$ cat config.mk
export PLATFORM = sky130hd
export DESIGN_NAME = fifo_rd_ctrl_flat
export DESIGN_NICKNAME = d
export VERILOG_FILES = /design/src/rtl/fifo_rd_ctrl_if.sv /design/src/rtl/fifo_rd_ctrl.sv /design/src/flat_wrapper.sv
export SDC_FILE = /design/constraint.sdc
export NUM_CORES = 1
export LEC_CHECK = 0
export CAP_MARGIN = 40
export CORE_MARGIN = 2
export CORE_UTILIZATION = 39
export CTS_CLUSTER_DIAMETER = 120
export DETAILED_ROUTE_END_ITERATION = 7
export GPL_TIMING_DRIVEN = 0
export HOLD_SLACK_MARGIN = 0.03
export PLACE_DENSITY = 0.82
export SLEW_MARGIN = 20
export SYNTH_ARGS = -nofsm -noshare
export SYNTH_HDL_FRONTEND = slang
export SYNTH_SLANG_ARGS = --single-unit
$ cat constraint.sdc
create_clock -name r_clk -period 2.06 [get_ports r_clk]
set_input_delay 0.412 -clock r_clk [delete_from_list [all_inputs] [get_ports r_clk]]
set_output_delay 0.412 -clock r_clk [all_outputs]
set_load 0.1 [all_outputs]
$ cat src/rtl/fifo_rd_ctrl_if.sv
// -----------------------------------------------------------------------------
// fifo_rd_ctrl_if
// Bundles the read-domain signals of the async FIFO read controller: the
// write-pointer input from the write domain, the memory read port and the
// downstream valid/ready output stage.
//
// Signals:
//   r_wptr_gray  write pointer, Gray-coded, asynchronous to r_clk
//   r_data_in    combinational read data from memory at r_addr
//   r_ready      downstream accepts r_data_out this cycle
//   r_addr       memory read address
//   r_inc        pop strobe to memory
//   r_empty      FIFO empty as seen by the read domain
//   r_ptr_gray   registered Gray read pointer for the write-domain synchroniser
//   r_valid      r_data_out holds a valid word
//   r_data_out   registered output word
//   r_level      occupancy estimate (only with FIFO_RD_LEVEL_EN defined)
//
// Modports:
//   master  the read controller (drives address, strobe, status, output word)
//   slave   the surrounding memory / write domain / downstream consumer
//
// Optional macro: FIFO_RD_LEVEL_EN adds r_level.
// -----------------------------------------------------------------------------
interface fifo_rd_ctrl_if #(
    parameter int DATA_WIDTH = 8,
    parameter int ADDR_WIDTH = 4
);
    logic [ADDR_WIDTH:0]   r_wptr_gray;
    logic [DATA_WIDTH-1:0] r_data_in;
    logic                  r_ready;
    logic [ADDR_WIDTH-1:0] r_addr;
    logic                  r_inc;
    logic                  r_empty;
    logic [ADDR_WIDTH:0]   r_ptr_gray;
    logic                  r_valid;
    logic [DATA_WIDTH-1:0] r_data_out;
`ifdef FIFO_RD_LEVEL_EN
    logic [ADDR_WIDTH:0]   r_level;

    modport master (
        input  r_wptr_gray, r_data_in, r_ready,
        output r_addr, r_inc, r_empty, r_ptr_gray, r_valid, r_data_out, r_level
    );

    modport slave (
        output r_wptr_gray, r_data_in, r_ready,
        input  r_addr, r_inc, r_empty, r_ptr_gray, r_valid, r_data_out, r_level
    );
`else
    modport master (
        input  r_wptr_gray, r_data_in, r_ready,
        output r_addr, r_inc, r_empty, r_ptr_gray, r_valid, r_data_out
    );

    modport slave (
        output r_wptr_gray, r_data_in, r_ready,
        input  r_addr, r_inc, r_empty, r_ptr_gray, r_valid, r_data_out
    );
`endif
endinterface

$ cat src/rtl/fifo_rd_ctrl.sv
// -----------------------------------------------------------------------------
// fifo_rd_ctrl
// Read-domain controller of an async FIFO. Keeps the binary/Gray read
// pointer, brings the write-domain Gray pointer across with a 2-flop
// synchroniser, generates the registered empty flag and drives the address
// and pop strobe of a first-word-fall-through memory. A one-entry registered
// output stage hands words downstream.
//
// Ports:
//   r_clk    read-domain clock
//   r_rst_n  synchronous active-low reset, sampled on posedge r_clk
//   rd       fifo_rd_ctrl_if.master (see the interface for the signal list)
//
// Handshake: a word moves downstream on a rising edge where r_valid and
// r_ready are both high; while r_valid is high and r_ready is low, r_valid
// and r_data_out hold. An accept and the load of the next word may happen on
// the same edge, giving one word per cycle.
//
// Optional macro: FIFO_RD_LEVEL_EN adds the registered r_level output.
// -----------------------------------------------------------------------------
module fifo_rd_ctrl #(
    parameter int DATA_WIDTH = 8,
    parameter int ADDR_WIDTH = 4
) (
    input  logic            r_clk,
    input  logic            r_rst_n,
    fifo_rd_ctrl_if.master  rd
);

    localparam int PW = ADDR_WIDTH + 1;

    logic [PW-1:0]         rbin_q, rbin_d;
    logic [PW-1:0]         rgray_q, rgray_d;
    logic [PW-1:0]         wq1_q, wq2_q;
    logic                  empty_q, empty_d;
    logic                  valid_q, valid_d;
    logic [DATA_WIDTH-1:0] data_q, data_d;
    logic                  inc;

    // Pop whenever there is a word and the output stage is free or being
    // emptied this cycle; gating on empty_q makes underflow impossible.
    always_comb begin
        inc     = !empty_q && (!valid_q || rd.r_ready);
        rbin_d  = rbin_q + {{(PW-1){1'b0}}, inc};
        rgray_d = rbin_d ^ (rbin_d >> 1);
        // Full-width Gray compare so the wrap bit keeps empty correct
        // across pointer wrap.
        empty_d = (rgray_d == wq2_q);

        valid_d = valid_q;
        data_d  = data_q;
        if (inc) begin
            data_d  = rd.r_data_in;
            valid_d = 1'b1;
        end else if (rd.r_ready) begin
            valid_d = 1'b0;
        end
    end

    always_ff @(posedge r_clk) begin
        if (!r_rst_n) begin
            rbin_q  <= '0;
            rgray_q <= '0;
            wq1_q   <= '0;
            wq2_q   <= '0;
            empty_q <= 1'b1;
            valid_q <= 1'b0;
            data_q  <= '0;
        end else begin
            // Plain two-flop synchroniser, nothing between the stages.
            wq1_q   <= rd.r_wptr_gray;
            wq2_q   <= wq1_q;
            rbin_q  <= rbin_d;
            rgray_q <= rgray_d;
            empty_q <= empty_d;
            valid_q <= valid_d;
            data_q  <= data_d;
        end
    end

    assign rd.r_addr     = rbin_q[ADDR_WIDTH-1:0];
    assign rd.r_inc      = inc;
    assign rd.r_empty    = empty_q;
    assign rd.r_ptr_gray = rgray_q;
    assign rd.r_valid    = valid_q;
    assign rd.r_data_out = data_q;

`ifdef FIFO_RD_LEVEL_EN
    logic [PW-1:0] wbin_sync;
    logic [PW-1:0] level_q, level_d;

    function automatic logic [PW-1:0] gray2bin(input logic [PW-1:0] g);
        logic [PW-1:0] b;
        b[PW-1] = g[PW-1];
        for (int i = PW - 2; i >= 0; i--) begin
            b[i] = b[i+1] ^ g[i];
        end
        return b;
    endfunction

    // Uses the synchronised write pointer, so the estimate can lag writes
    // but never counts a word the read side cannot yet see.
    always_comb begin
        wbin_sync = gray2bin(wq2_q);
        level_d   = wbin_sync - rbin_d;
    end

    always_ff @(posedge r_clk) begin
        if (!r_rst_n) begin
            level_q <= '0;
        end else begin
            level_q <= level_d;
        end
    end

    assign rd.r_level = level_q;
`endif

endmodule

$ cat src/flat_wrapper.sv
// flat-port wrapper written by rule: the top's interface ports become plain ports
module fifo_rd_ctrl_flat 
#(
    parameter int DATA_WIDTH = 8,
    parameter int ADDR_WIDTH = 4
)
  (r_clk, r_rst_n, rd_r_wptr_gray, rd_r_data_in, rd_r_ready, rd_r_addr, rd_r_inc, rd_r_empty, rd_r_ptr_gray, rd_r_valid, rd_r_data_out);
  fifo_rd_ctrl_if #(.DATA_WIDTH(DATA_WIDTH), .ADDR_WIDTH(ADDR_WIDTH)) rd_i ();
  input  logic r_clk;
  input  logic r_rst_n;
  input wire logic [$bits(rd_i.r_wptr_gray)-1:0] rd_r_wptr_gray;
  input wire logic [$bits(rd_i.r_data_in)-1:0] rd_r_data_in;
  input wire logic [$bits(rd_i.r_ready)-1:0] rd_r_ready;
  output wire logic [$bits(rd_i.r_addr)-1:0] rd_r_addr;
  output wire logic [$bits(rd_i.r_inc)-1:0] rd_r_inc;
  output wire logic [$bits(rd_i.r_empty)-1:0] rd_r_empty;
  output wire logic [$bits(rd_i.r_ptr_gray)-1:0] rd_r_ptr_gray;
  output wire logic [$bits(rd_i.r_valid)-1:0] rd_r_valid;
  output wire logic [$bits(rd_i.r_data_out)-1:0] rd_r_data_out;
  assign rd_i.r_wptr_gray = rd_r_wptr_gray;
  assign rd_i.r_data_in = rd_r_data_in;
  assign rd_i.r_ready = rd_r_ready;
  assign rd_r_addr = rd_i.r_addr;
  assign rd_r_inc = rd_i.r_inc;
  assign rd_r_empty = rd_i.r_empty;
  assign rd_r_ptr_gray = rd_i.r_ptr_gray;
  assign rd_r_valid = rd_i.r_valid;
  assign rd_r_data_out = rd_i.r_data_out;
  fifo_rd_ctrl #(.DATA_WIDTH(DATA_WIDTH), .ADDR_WIDTH(ADDR_WIDTH)) u_core (.r_clk(r_clk), .r_rst_n(r_rst_n), .rd(rd_i));
endmodule
==> results_dict.tcl <==
set metrics [dict create \
    setup_viol_count_final 0 \
    postLayoutCoreUtil_pct 72.9 \
    timing.critical_path.slowest_stage_cell "clkdlybuf4s50_1" \
    clk_transition_reported_paths_ps 90 \
    run_status "completed" \
    power.net_switching_w 0.00117 \
    drt_drc_violations_left 0 \
    detailroute.wirelength.met3_um 151 \
    ys_async_sr_fraction_pct 0 \
    dr_total_vias 886 \
    detail_route.wl_per_cell_um 10.9 \
    htreeDepth 2 \
    seqCellArea_um2 589 \
    drt-total-wl_um 2170 \
    achievable-frequency_ghz 0.517 \
    finalHoldViolations 0 \
    fillers 195 \
    critical-path-top-delay-family "buffers and inverters" \
    cts_tree "built" \
    design.final.nets 185 \
    clock_latency_ps 330 \
    p_int_w 0.00149 \
    detail_route.vias_per_cell 4.45 \
    clock-skew-final_ps 7.43 \
    route.antenna.remaining_nets 0 \
    grt_pass1_wl_um 3770 \
    most_repeated_cell_in_the_gate_level_netlist_after_synthesis "dfxtp_1" \
    worst_ir_drop_vdd_v 0.00142 \
    yosysTopAreaCell "dfxtp_1" \
    synthToLayoutAreaGrowth_pct 76.7 \
    die_span_x_um 58 \
    routability_congestion_estimate_from_global_placement 0.756 \
    num_rows 19 \
    global_route.usage.total_pct 15.1 \
    first_global_vias 915 \
    combined_area_of_the_multi_input_logic_cells_um2 594 \
    min_to "u_core.wq2_q[4]" \
    numClockSinks 29 \
    post_synth_most_frequent_cells "dfxtp_1, and2_1, nor2b_1" \
    global_route.overflow_total 0 \
    sequentialPowerShare_pct 27.2 \
    path_max_fanout 6 \
    top_layer_used "met4" \
    layout_min_cycle_time_ps 1930 \
    unrepaired_setup_endpoints_after_global_routing "false" \
    cellLeakagePower_nw 0.833 \
    proportion_of_layout_cells_with_a_drive_suffix_above_1_pct 30.4 \
    holdCritStartpoint "u_core.wq1_q[4]" \
    synth_top_area_share_pct 51.0 \
    syn_nets 121 \
    synth_area_um2 1140 \
    combPwrFrac_pct 58.2 \
    drt_iter0_markers 2 \
    avgSynthCellArea_um2 11.0 \
    r2r_setup_slack_ps 200 \
    detailedPlacementHpwl_um 1660 \
    power-per-cell-area_nw_per_um2 1320 \
    final.period_utilization_pct 93.9 \
    path_class "register to output port" \
    num_antenna_cells 0 \
    slew_at_the_pin_closest_to_its_max_slew_limit_ps 372 \
    cts-root-buf "clkbuf_4" \
    cts_inserted_buffers 5 \
    required_ps 1650 \
    min_delay_path_depth 1 \
    fp.dieArea_um2 3360 \
    dr.pass1.iters 4 \
    timing.critical_path.to_type "output port" \
    largest_net_degree_at_the_start_of_global_routing 11 \
    synthFlopType "dfxtp_1" \
    postLayoutCellArea_um2 2010 \
    yosysWarningCount 0 \
    routed-wl-met2_um 1110 \
    share_clk_of_total_power_pct 14.6 \
    r2r_path_start "u_core.rd.r_valid" \
    hold_class "register to register" \
    path_cells "clkdlybuf4s50_1, buf_8" \
    clock_tree.buffer_depth 2 \
    number_of_antenna_violations_at_the_first_check_in_global_routing 0 \
    power.share.switching_pct 44.0 \
    max-cap-violations 0 \
    critical_path.reg2reg.endpoint "u_core.rd.r_empty" \
    number_of_flip_flops_and_latches_in_the_synthesized_netlist 29 \
    critical_path.n_buffers_inverters 2 \
    synth_cells 103 \
    max_stage_delay_ps 550 \
    floorplan.core_area_um2 2760 \
    worstPathArrival_ps 1520 \
    io_buffers 34 \
    synth.top_cells.by_area "dfxtp_1, and2_1, mux2i_1, nor2b_1, xor2_1" \
    startpoint_type "register" \
    detailed_place.area_um2 1890 \
    met1_routed_wirelength_after_detailed_routing_um 861 \
    synth_seq_area_share_pct 51.0 \
    synthDistinctLibCells 22 \
    start_util_pct 41.2 \
    reg2reg_depth 9 \
    pin_count 36 \
    timing.max_slew.rel_slack_pct 75.2 \
    die_h_um 58 \
    finalMaxSlewViolations 0 \
    synth_edf_count 0 \
]
-- registers in the layout (all words and copies together) (netlist names) --
name and count:
u_core.rd.r_valid 1, u_core.rd.r_empty 1, u_core.rd.r_ptr_gray 5, u_core.rbin_q 4, u_core.rd.r_data_out 8, u_core.wq2_q 5
u_core.wq1_q 5
-- cell families after synthesis --
kind of cell / synth area share, %
AO/OA/AOI/OAI: 3.08
XOR/XNOR: 11.3
adder cells (fa/ha/maj): 2.20
buffers and inverters: 3.08
flip-flops: 51.0
multiplexers: 7.92
AND/OR/NAND/NOR: 21.3
-- worst register-to-register path, stage by stage, from the launching register on --
cell and delay (ps):
dfxtp_4 370, nand2b_4 50, nor2b_4 130, buf_12 120, ha_4 170, ha_4 290
xor2_1 170, and2_1 150, mux2i_1 70, o31ai_2 240
-- how the worst max path moves through the flow --
stage / from / slack (ps) / end / cells past startpoint
2_1_floorplan: u_core.rd.r_valid / -60 / u_core.rd.r_empty / 10
3_3_place_gp: rd_r_ready / -760 / rd_r_inc / 5
3_5_place_dp: rd_r_ready / -490 / u_core.rd.r_empty / 11
4_1_cts: u_core.rbin_q[2] / 120 / rd_r_addr[2] / 2
5_1_grt: u_core.rbin_q[2] / 80 / rd_r_addr[2] / 2
6_report: u_core.rbin_q[2] / 130 / rd_r_addr[2] / 2
-- through the flow --
step                setup TNS, ps  total power, W  setup WS [ps]  cells  hold slack, ps
floorplan                   -61.7         0.00172          -61.7    103             412
global placement            -1770         0.00196           -763    168             415
detailed placement          -1550         0.00226           -495    188             418
CTS                             0         0.00268            117    199             439
global route                    0         0.00278           75.4    199             466
finish                          0         0.00266            126    199             434
-- metal layers --
layer / vias to the layer above / global-route usage, %
met5: - / 0
met4: 0 / 7.97
met3: 5 / 5.58
met2: 28 / 25.5
met1: 401 / 16.4
li1: 452 / -
-- area by class of cell --
type                    instances  share of cell area (%)
clock buffers                   7                    3.24
well taps                      31                    1.93
multi-input cells              67                    29.6
repair buffers                 57                    33.2
plain buffers                   5                    2.12
inverters                       2                   0.374
clock inverters                 1                   0.249
flip-flops and latches         29                    29.3
-- power by group through the flow --
stage,clock [W],combinational [W],sequential (W)
finish,0.000388,0.00155,0.000723
floorplan,0,0.000428,0.00129
global route,0.000429,0.00161,0.000734
CTS,0.000402,0.00156,0.000724
global placement,0,0.00123,0.000724
detailed placement,0,0.00153,0.000732
-- cells in the final DEF, fill, tap and decap left out --
cell	netlist	final
a21oi_1	2	2
buf_4	0	3
buf_6	1	1
clkdlybuf4s15_1	0	1
dfxtp_4	0	1
dfxtp_1	29	24
and2_1	19	19
nand2b_4	0	1
nor2b_4	0	2
nor2_1	1	1
nor3_2	0	1
clkinv_2	0	1
nand3_4	1	1
mux2i_1	9	9
ha_4	0	2
buf_12	0	2
nand2b_1	2	1
clkdlybuf4s50_1	0	32
nor2b_1	12	10
o31ai_2	1	1
xor2_1	8	6
xnor2_2	1	1
buf_8	0	19
clkbuf_4	0	5
inv_1	2	2
xor2_2	1	3
xnor2_1	3	3
clkbuf_8	0	2
clkbuf_1	3	3
o21ai_0	1	1
a21boi_0	1	1
nand3_1	2	1
nand3_2	0	1
dfxtp_2	0	4
dlygate4sd2_1	0	1
-- what timing repair did --
action | CTS | global route
resized for setup | 8 | 0
hold buffers | 0 | 0
buffers inserted | 3 | 0
setup endpoints to repair | 2 | 0
endpoints found under the hold margin | 0 | 0
Note: power is estimated with default switching activity, not from simulation.
